==> src/rtl/serial_pkg.sv <==
// Shared types for the serial link receive path: word layout and capture FSM states.
package serial_pkg;

  localparam int PAD_W = 4;
  localparam int PKT_W = 42;

  typedef struct packed {
    logic [PAD_W-1:0] padding;
    logic [PKT_W-1:0] packet;
  } serial_word_t;

  typedef enum logic [1:0] {
    IDLE     = 2'd0,
    FLUSH    = 2'd1,
    WAIT_LOW = 2'd2
  } rx_state_t;

endpackage

==> src/rtl/sync_fifo.sv <==
// Single-clock FIFO with a separate occupancy counter and a combinational head read.
module sync_fifo
  import serial_pkg::*;
#(
  parameter int  DEPTH = 4,
  parameter type T     = serial_word_t
) (
  input  logic                   clk,
  input  logic                   rst,
  input  logic                   push,
  input  T                       wr_data,
  input  logic                   pop,
  output T                       rd_data,
  output logic                   full,
  output logic                   empty,
  output logic [$clog2(DEPTH):0] count
);

  localparam int AW = $clog2(DEPTH);
  localparam int CW = AW + 1;

  T                mem [DEPTH];
  logic [AW-1:0]   wr_ptr_reg;
  logic [AW-1:0]   rd_ptr_reg;
  logic [CW-1:0]   count_reg;
  logic            do_push;
  logic            do_pop;

  // Flags come straight from the registered count, so a pop never frees a slot for a push in the same cycle.
  assign full    = (count_reg == CW'(DEPTH));
  assign empty   = (count_reg == '0);
  assign do_push = push && !full;
  assign do_pop  = pop && !empty;
  assign rd_data = mem[rd_ptr_reg];
  assign count   = count_reg;

  always_ff @(posedge clk) begin
    if (do_push) begin
      mem[wr_ptr_reg] <= wr_data;
    end
  end

  always_ff @(posedge clk) begin
    if (!rst) begin
      wr_ptr_reg <= '0;
      rd_ptr_reg <= '0;
      count_reg  <= '0;
    end else begin
      if (do_push) begin
        wr_ptr_reg <= wr_ptr_reg + 1'b1;
      end
      if (do_pop) begin
        rd_ptr_reg <= rd_ptr_reg + 1'b1;
      end
      case ({do_push, do_pop})
        2'b10:   count_reg <= count_reg + 1'b1;
        2'b01:   count_reg <= count_reg - 1'b1;
        default: count_reg <= count_reg;
      endcase
    end
  end

endmodule

==> src/rtl/serial_rx_buffer.sv <==
// Captures receiver words into a FIFO and pulses rx_flush once per captured word.
// Optional capture counter and stall flag are built when SERIAL_RX_STATS_EN is defined.
module serial_rx_buffer
  import serial_pkg::*;
#(
  parameter int DEPTH = 4
) (
  input  logic                   clk,
  input  logic                   rst,
  input  logic                   rx_valid,
  input  logic [PAD_W-1:0]       rx_padding,
  input  logic [PKT_W-1:0]       rx_packet,
  output logic                   rx_flush,
  output logic                   out_valid,
  input  logic                   out_ready,
  output logic [PAD_W-1:0]       out_padding,
  output logic [PKT_W-1:0]       out_packet,
  output logic [$clog2(DEPTH):0] count
`ifdef SERIAL_RX_STATS_EN
  ,
  output logic [15:0]            rx_pkt_count,
  output logic                   rx_stall
`endif
);

  rx_state_t    state_reg;
  logic         flush_reg;
  logic         push;
  logic         fifo_full;
  logic         fifo_empty;
  serial_word_t wr_word;
  serial_word_t head_word;

  assign wr_word.padding = rx_padding;
  assign wr_word.packet  = rx_packet;
  assign push            = (state_reg == IDLE) && rx_valid && !fifo_full;

  sync_fifo #(
    .DEPTH (DEPTH),
    .T     (serial_word_t)
  ) u_fifo (
    .clk     (clk),
    .rst     (rst),
    .push    (push),
    .wr_data (wr_word),
    .pop     (out_ready),
    .rd_data (head_word),
    .full    (fifo_full),
    .empty   (fifo_empty),
    .count   (count)
  );

  // WAIT_LOW blocks re-capture until the receiver has visibly dropped its word.
  always_ff @(posedge clk) begin
    if (!rst) begin
      state_reg <= IDLE;
      flush_reg <= 1'b0;
    end else begin
      flush_reg <= 1'b0;
      case (state_reg)
        IDLE: begin
          if (push) begin
            state_reg <= FLUSH;
            flush_reg <= 1'b1;
          end
        end
        FLUSH:    state_reg <= WAIT_LOW;
        WAIT_LOW: if (!rx_valid) state_reg <= IDLE;
        default:  state_reg <= IDLE;
      endcase
    end
  end

  assign rx_flush    = flush_reg;
  assign out_valid   = !fifo_empty;
  assign out_padding = head_word.padding;
  assign out_packet  = head_word.packet;

`ifdef SERIAL_RX_STATS_EN
  logic [15:0] pkt_count_reg;

  always_ff @(posedge clk) begin
    if (!rst) begin
      pkt_count_reg <= '0;
    end else if (push) begin
      pkt_count_reg <= pkt_count_reg + 16'd1;
    end
  end

  assign rx_pkt_count = pkt_count_reg;
  assign rx_stall     = (state_reg == IDLE) && rx_valid && fifo_full;
`endif

endmodule

==> config.mk <==
export PLATFORM = sky130hd
export DESIGN_NAME = serial_rx_buffer
export DESIGN_NICKNAME = d
export VERILOG_FILES = /design/src/rtl/serial_pkg.sv /design/src/rtl/sync_fifo.sv /design/src/rtl/serial_rx_buffer.sv
export SDC_FILE = /design/constraint.sdc
export NUM_CORES = 1
export LEC_CHECK = 0
export ABC_AREA = 1
export CORE_UTILIZATION = 54
export CTS_CLUSTER_SIZE = 16
export DETAILED_ROUTE_END_ITERATION = 10
export PLACE_DENSITY = 0.83
export RECOVER_POWER = 25
export SYNTH_ARGS = -nofsm -noshare
export SYNTH_HDL_FRONTEND = slang
export SYNTH_SLANG_ARGS = --single-unit
==> constraint.sdc <==
create_clock -name clk -period 4.6 [get_ports clk]
set_input_delay 1.38 -clock clk [delete_from_list [all_inputs] [get_ports clk]]
set_output_delay 1.38 -clock clk [all_outputs]
set_load 0.02 [all_outputs]
After elaboration in Yosys (flattened, before gate mapping) --
Memory sizes are Yosys's and may differ from the RTL's. A register that Yosys moved wholly into a read port is not among the register bits. Index checks and enable logic that the tools add are counted.
Storage, ports and cells: register bits 10, bits in writable memories 184, bits of input ports 50, output and inout bits 51, word-level logic and storage cells 37, memories kept 1
Memories:
- u_fifo.mem | words 4, bits a word 46, rd ports 1, clocked after Yosys merged registers in 1, wr ports 1, RTL line sync_fifo.sv:22 | T mem [DEPTH];
Cells by class: add/subtract/negate cells 4, eq/ne operators 7, mux-type cells 9, reductions and logical operators 11
Operator list (number):
- $mux W2 | 4
- $pmux W2 S3 | 1
- $pmux W3 S2 | 1
- $add A2 B1 Y2 const B | 2
- $eq A2 B1 Y1 const B | 2
- $eq A2 B2 Y1 const B | 2
- $logic_and A1 B1 Y1 | 4
- $reduce_and A2 Y1 | 2
- $add A3 B1 Y3 const B | 1
- $eq A3 B3 Y1 const B | 1
- $logic_not A3 Y1 | 1
- $mux W1 | 3
- $sub A3 B1 Y3 const B | 1
- $logic_not A1 Y1 | 2
- $logic_not A2 Y1 | 1
- $ne A2 B1 Y1 const B | 1
- $ne A2 B2 Y1 const B | 1
- $reduce_bool A2 Y1 | 1

Depth between registers and ports, before layout --
word-level depth 6, depth in mapped cells 13, depth with buffers taken out 13

Modules after synthesis --
A second synthesis with hierarchy kept.
Unflattened totals: cell total of the unflattened synthesis 532, area, all modules 7479.7 µm²
By module, submodules not included:
- sync_fifo | instances 1, cells an instance 515, area an instance 7359.6 µm², seq. area each 5705.5 µm²
- serial_rx_buffer | instances 1, cells an instance 17, area an instance 120.1 µm², seq. area each 60.1 µm²

Worst setup path before layout --
No wires, ideal clock.
path kind input to register, from in rx_valid, to mem u_fifo.mem[0][0] (netlist bit) (enable), setup time 0.450 ns, data arrival time 3.771 ns, data required time 4.150 ns, path slack 0.379 ns, stages 4, path buffers 0, cell sequence inv_1 nor3_2 nand2_1 nor2_1
On the way: longest elaborated chain between the ends 5
RTL lines:
- start: declaration | RTL line serial_rx_buffer.sv:10 | input logic rx_valid,
- $logic_and A1 B1 Y1 (2 in series) | RTL line serial_rx_buffer.sv:36 | assign push = (state_reg == IDLE) && rx_valid && !fifo_full;
- $logic_and A1 B1 Y1 | RTL line sync_fifo.sv:32 | assign do_push = push && !full;
- $mux W1 | RTL line sync_fifo.sv:38 | if (do_push) begin
- $mux W1 (implied by the code) | RTL line sync_fifo.sv:39 | mem[wr_ptr_reg] <= wr_data;
- end: declaration | RTL line sync_fifo.sv:22
No other way between the ends.

==> flow_metrics.py <==
metrics = {
    "clock_network": {
        "cts_max_level": 4,
        "clk_pin_slew_ns": 0.06,
        "cts_resized": 0,
        "clk_latency_ns": 0.43,
        "ctsLongestPathBuffers": 2,
        "cts_tree": "done",
        "post_cts_buffers": 0,
        "cts_buffers": 17,
        "clock-sinks": 196,
        "clockRootBuffer": "clkbuf_16",
        "postCtsHoldBufs": 0,
    },
    "hold_path": {
        "hold_class": "flip-flop to flip-flop",
        "holdPathStages": 2,
    },
    "synthesis": {
        "synth_cells": 525,
        "avgSynthCellArea_um2": 14.1,
        "synth-seq-cells": 196,
        "yosysUniqueCellTypes": 20,
        "yosysSeqAreaShare_pct": 77.8,
        "syn_nets": 581,
        "ys.warnings.count": 0,
        "syn-cell-area_um2": 7410,
    },
    "pwr": {
        "p_per_area_nw_per_um2": 564,
        "seq_power_share_pct": 42.9,
        "p_leak_nw": 3.10,
        "ir_drop_uv": 407,
        "p_int_mw": 3.51,
        "switching_share_pct": 31.9,
        "comb_power_share_pct": 30.7,
        "clockPowerShare_pct": 26.4,
        "switching_power_mw": 1.64,
    },
    "setup_path": {
        "critical_path.startpoint_type": "flip-flop",
        "r2r_slack_ns": 2.43,
        "critical_path_class": "flip-flop to output port",
        "r2r_cells": 12,
        "endpoint": "out_packet[30]",
        "worstSetupEndpointType": "output port",
        "worstPathArrival_ns": 2.73,
        "cp.required_ns": 3.22,
        "r2r_end": "u_fifo.count[2]",
        "r2r_start": "u_fifo.count[1]",
        "worstPathMaxFanout": 92,
    },
    "timing": {
        "drv_slew": 0,
        "grt_setup_unrepaired": "no",
        "finalWorstSetupSlack_ns": 0.490,
        "slew_headroom_pct": 39.7,
        "tns_ns": 0,
        "finClkSkew_ns": 0.00785,
        "fmax_mhz": 243,
        "period_needed_ns": 4.11,
        "final-hold-violation-count": 0,
        "period_share_pct": 89.4,
        "fin_hold_ws_ns": 0.538,
        "setup_violations": 0,
        "tightest_slew_ns": 0.905,
    },
    "detailed_routing": {
        "vias": 4618,
        "drt-initial-drc-count": 395,
        "drc": 0,
        "post_drt_via_cell_ratio": 5.65,
        "first_pass_iters": 5,
        "totalWireLength_um": 15300,
        "drtAntennaViolNets": 0,
        "wl_per_cell_um": 18.7,
    },
    "place": {
        "dpl-instance-area_um2": 8590,
        "dp_hpwl_um": 8860,
        "io_buffers": 100,
        "pre_cts_slack_ns": 0.937,
        "gp_congestion": 0.726,
    },
    "grt": {
        "met3_usage_pct": 5.84,
        "grt_pass1_vias": 4600,
        "grt-ovfl-total": 0,
        "grt_first_pass_wirelength_um": 23800,
        "top_usage_layer": "met2",
        "track_usage_pct": 22.7,
        "grt_antenna_before_repair": 2,
        "grtUsageMet2_pct": 37.2,
        "grt_max_degree": 93,
        "grtUsageMet1_pct": 28.8,
    },
    "floorplanning": {
        "io_pins": 101,
        "fp-row-count": 42,
        "start_util_pct": 55.7,
        "die_area_um2": 14200,
        "design.core.area_um2": 13300,
        "die_h_um": 119,
        "die_x_um": 119,
    },
    "job": {
        "cap_violations": 0,
    },
    "cells_and_area": {
        "syn2layout_area_growth_pct": 23.3,
        "nets": 684,
        "fillers": 886,
        "stdcell_area_um2": 9130,
        "largest_reg_flops": 184,
        "drive_above_1_share_pct": 7.96,
    },
    "run_status": {
        "status": "finished clean",
    },
}
==> cell usage after synthesis (all sizes together) <==
cell    number  area (um^2)
nor2       106          398
buf         16          145
a21oi        5         25.0
clkbuf      13         51.3
fa           1         20.0
o21ai       95          475
nand2       15         56.3
ha           5         62.6
nand3        5         25.0
inv         20         75.1
o22ai       46          288
dfxtp       12          240
edfxtp     184         5530
nor3         1         10.0
o211a        1         10.0
==> power by group through the flow <==
stage / clock network [mW] / registers [mW] / logic, mW
6_report: 1.36 / 2.21 / 1.58
5_1_grt: 1.45 / 2.22 / 1.70
4_1_cts: 1.37 / 2.21 / 1.60
3_5_place_dp: 0 / 2.25 / 1.58
3_3_place_gp: 0 / 2.23 / 1.54
2_1_floorplan: 0 / 2.25 / 0.913
==> final cells by class <==
type                    instances  area, um^2  share of cell area (%)
inverters                      20        75.1                   0.822
well taps                     176         220                    2.41
flip-flops and latches        196        5770                    63.2
repair buffers                113        1120                    12.3
clock inverters                13         110                    1.21
multi-input cells             280        1400                    15.3
diodes                          1        2.50                  0.0274
clock buffers                  19         433                    4.74
==> metrics by stage <==
step                util (%)  power, mW  cells
global route            68.7       5.37    818
global placement        64.6       3.77    785
detailed placement      64.6       3.83    785
floorplan                  -       3.16    525
CTS                     68.7       5.18    817
finish                  68.7       5.15    818
==> cells by family after synthesis <==
family / Yosys count / synth area share (%)
AO/OA/AOI/OAI: 147 / 10.8
adder cells (fa/ha/maj): 6 / 1.11
buffers and inverters: 49 / 3.67
flip-flops: 196 / 77.8
AND/OR/NAND/NOR: 127 / 6.60
==> worst max-delay path, stage by stage, from the launching register on <==
cell	delay, ns
dfxtp_2	0.33
buf_4	0.68
o21ai_0	0.29
o22ai_1	0.30
clkdlybuf4s50_1	0.66
==> how the worst min path moves through the flow <==
stage / from / slack, ns / to
after floorplan: u_fifo.rd_ptr_reg[1] / 0.46 / flip-flop
after global placement: u_fifo.rd_ptr_reg[1] / 0.49 / flip-flop
after detailed placement: u_fifo.rd_ptr_reg[1] / 0.52 / flip-flop
after CTS: u_fifo.rd_ptr_reg[1] / 0.54 / flip-flop
after global routing: u_fifo.rd_ptr_reg[1] / 0.57 / flip-flop
final: u_fifo.rd_ptr_reg[1] / 0.54 / flip-flop
==> layer usage <==
layer | vias to the layer above | wire, um
met5 | - | 13
met4 | 2 | 187
met3 | 16 | 904
met2 | 171 | 7810
met1 | 2284 | 6370
li1 | 2145 | -
==> layout by cell type, fill, tap and decap left out <==
cell type | Yosys | routed
edfxtp_1 | 184 | 184
nor2_1 | 106 | 102
clkdlybuf4s50_1 | 0 | 73
o21ai_0 | 59 | 59
o22ai_1 | 46 | 46
o21ai_1 | 36 | 36
dlygate4sd3_1 | 0 | 27
inv_1 | 19 | 19
clkbuf_16 | 0 | 17
nand2_1 | 15 | 15
buf_4 | 1 | 11
dfxtp_1 | 12 | 10
clkinv_2 | 0 | 6
a21oi_1 | 5 | 5
nand3_1 | 5 | 5
ha_1 | 5 | 5
nor2_4 | 0 | 4
dfxtp_2 | 0 | 2
clkinv_4 | 0 | 2
clkbuf_1 | 11 | 2
inv_6 | 0 | 2
clkinvlp_4 | 0 | 2
buf_12 | 0 | 2
diode_2 | 0 | 1
inv_2 | 1 | 1
nor3_2 | 1 | 1
o211a_1 | 1 | 1
fa_1 | 1 | 1
bufinv_16 | 0 | 1
No activity file was read; power rests on OpenSTA's default activity.
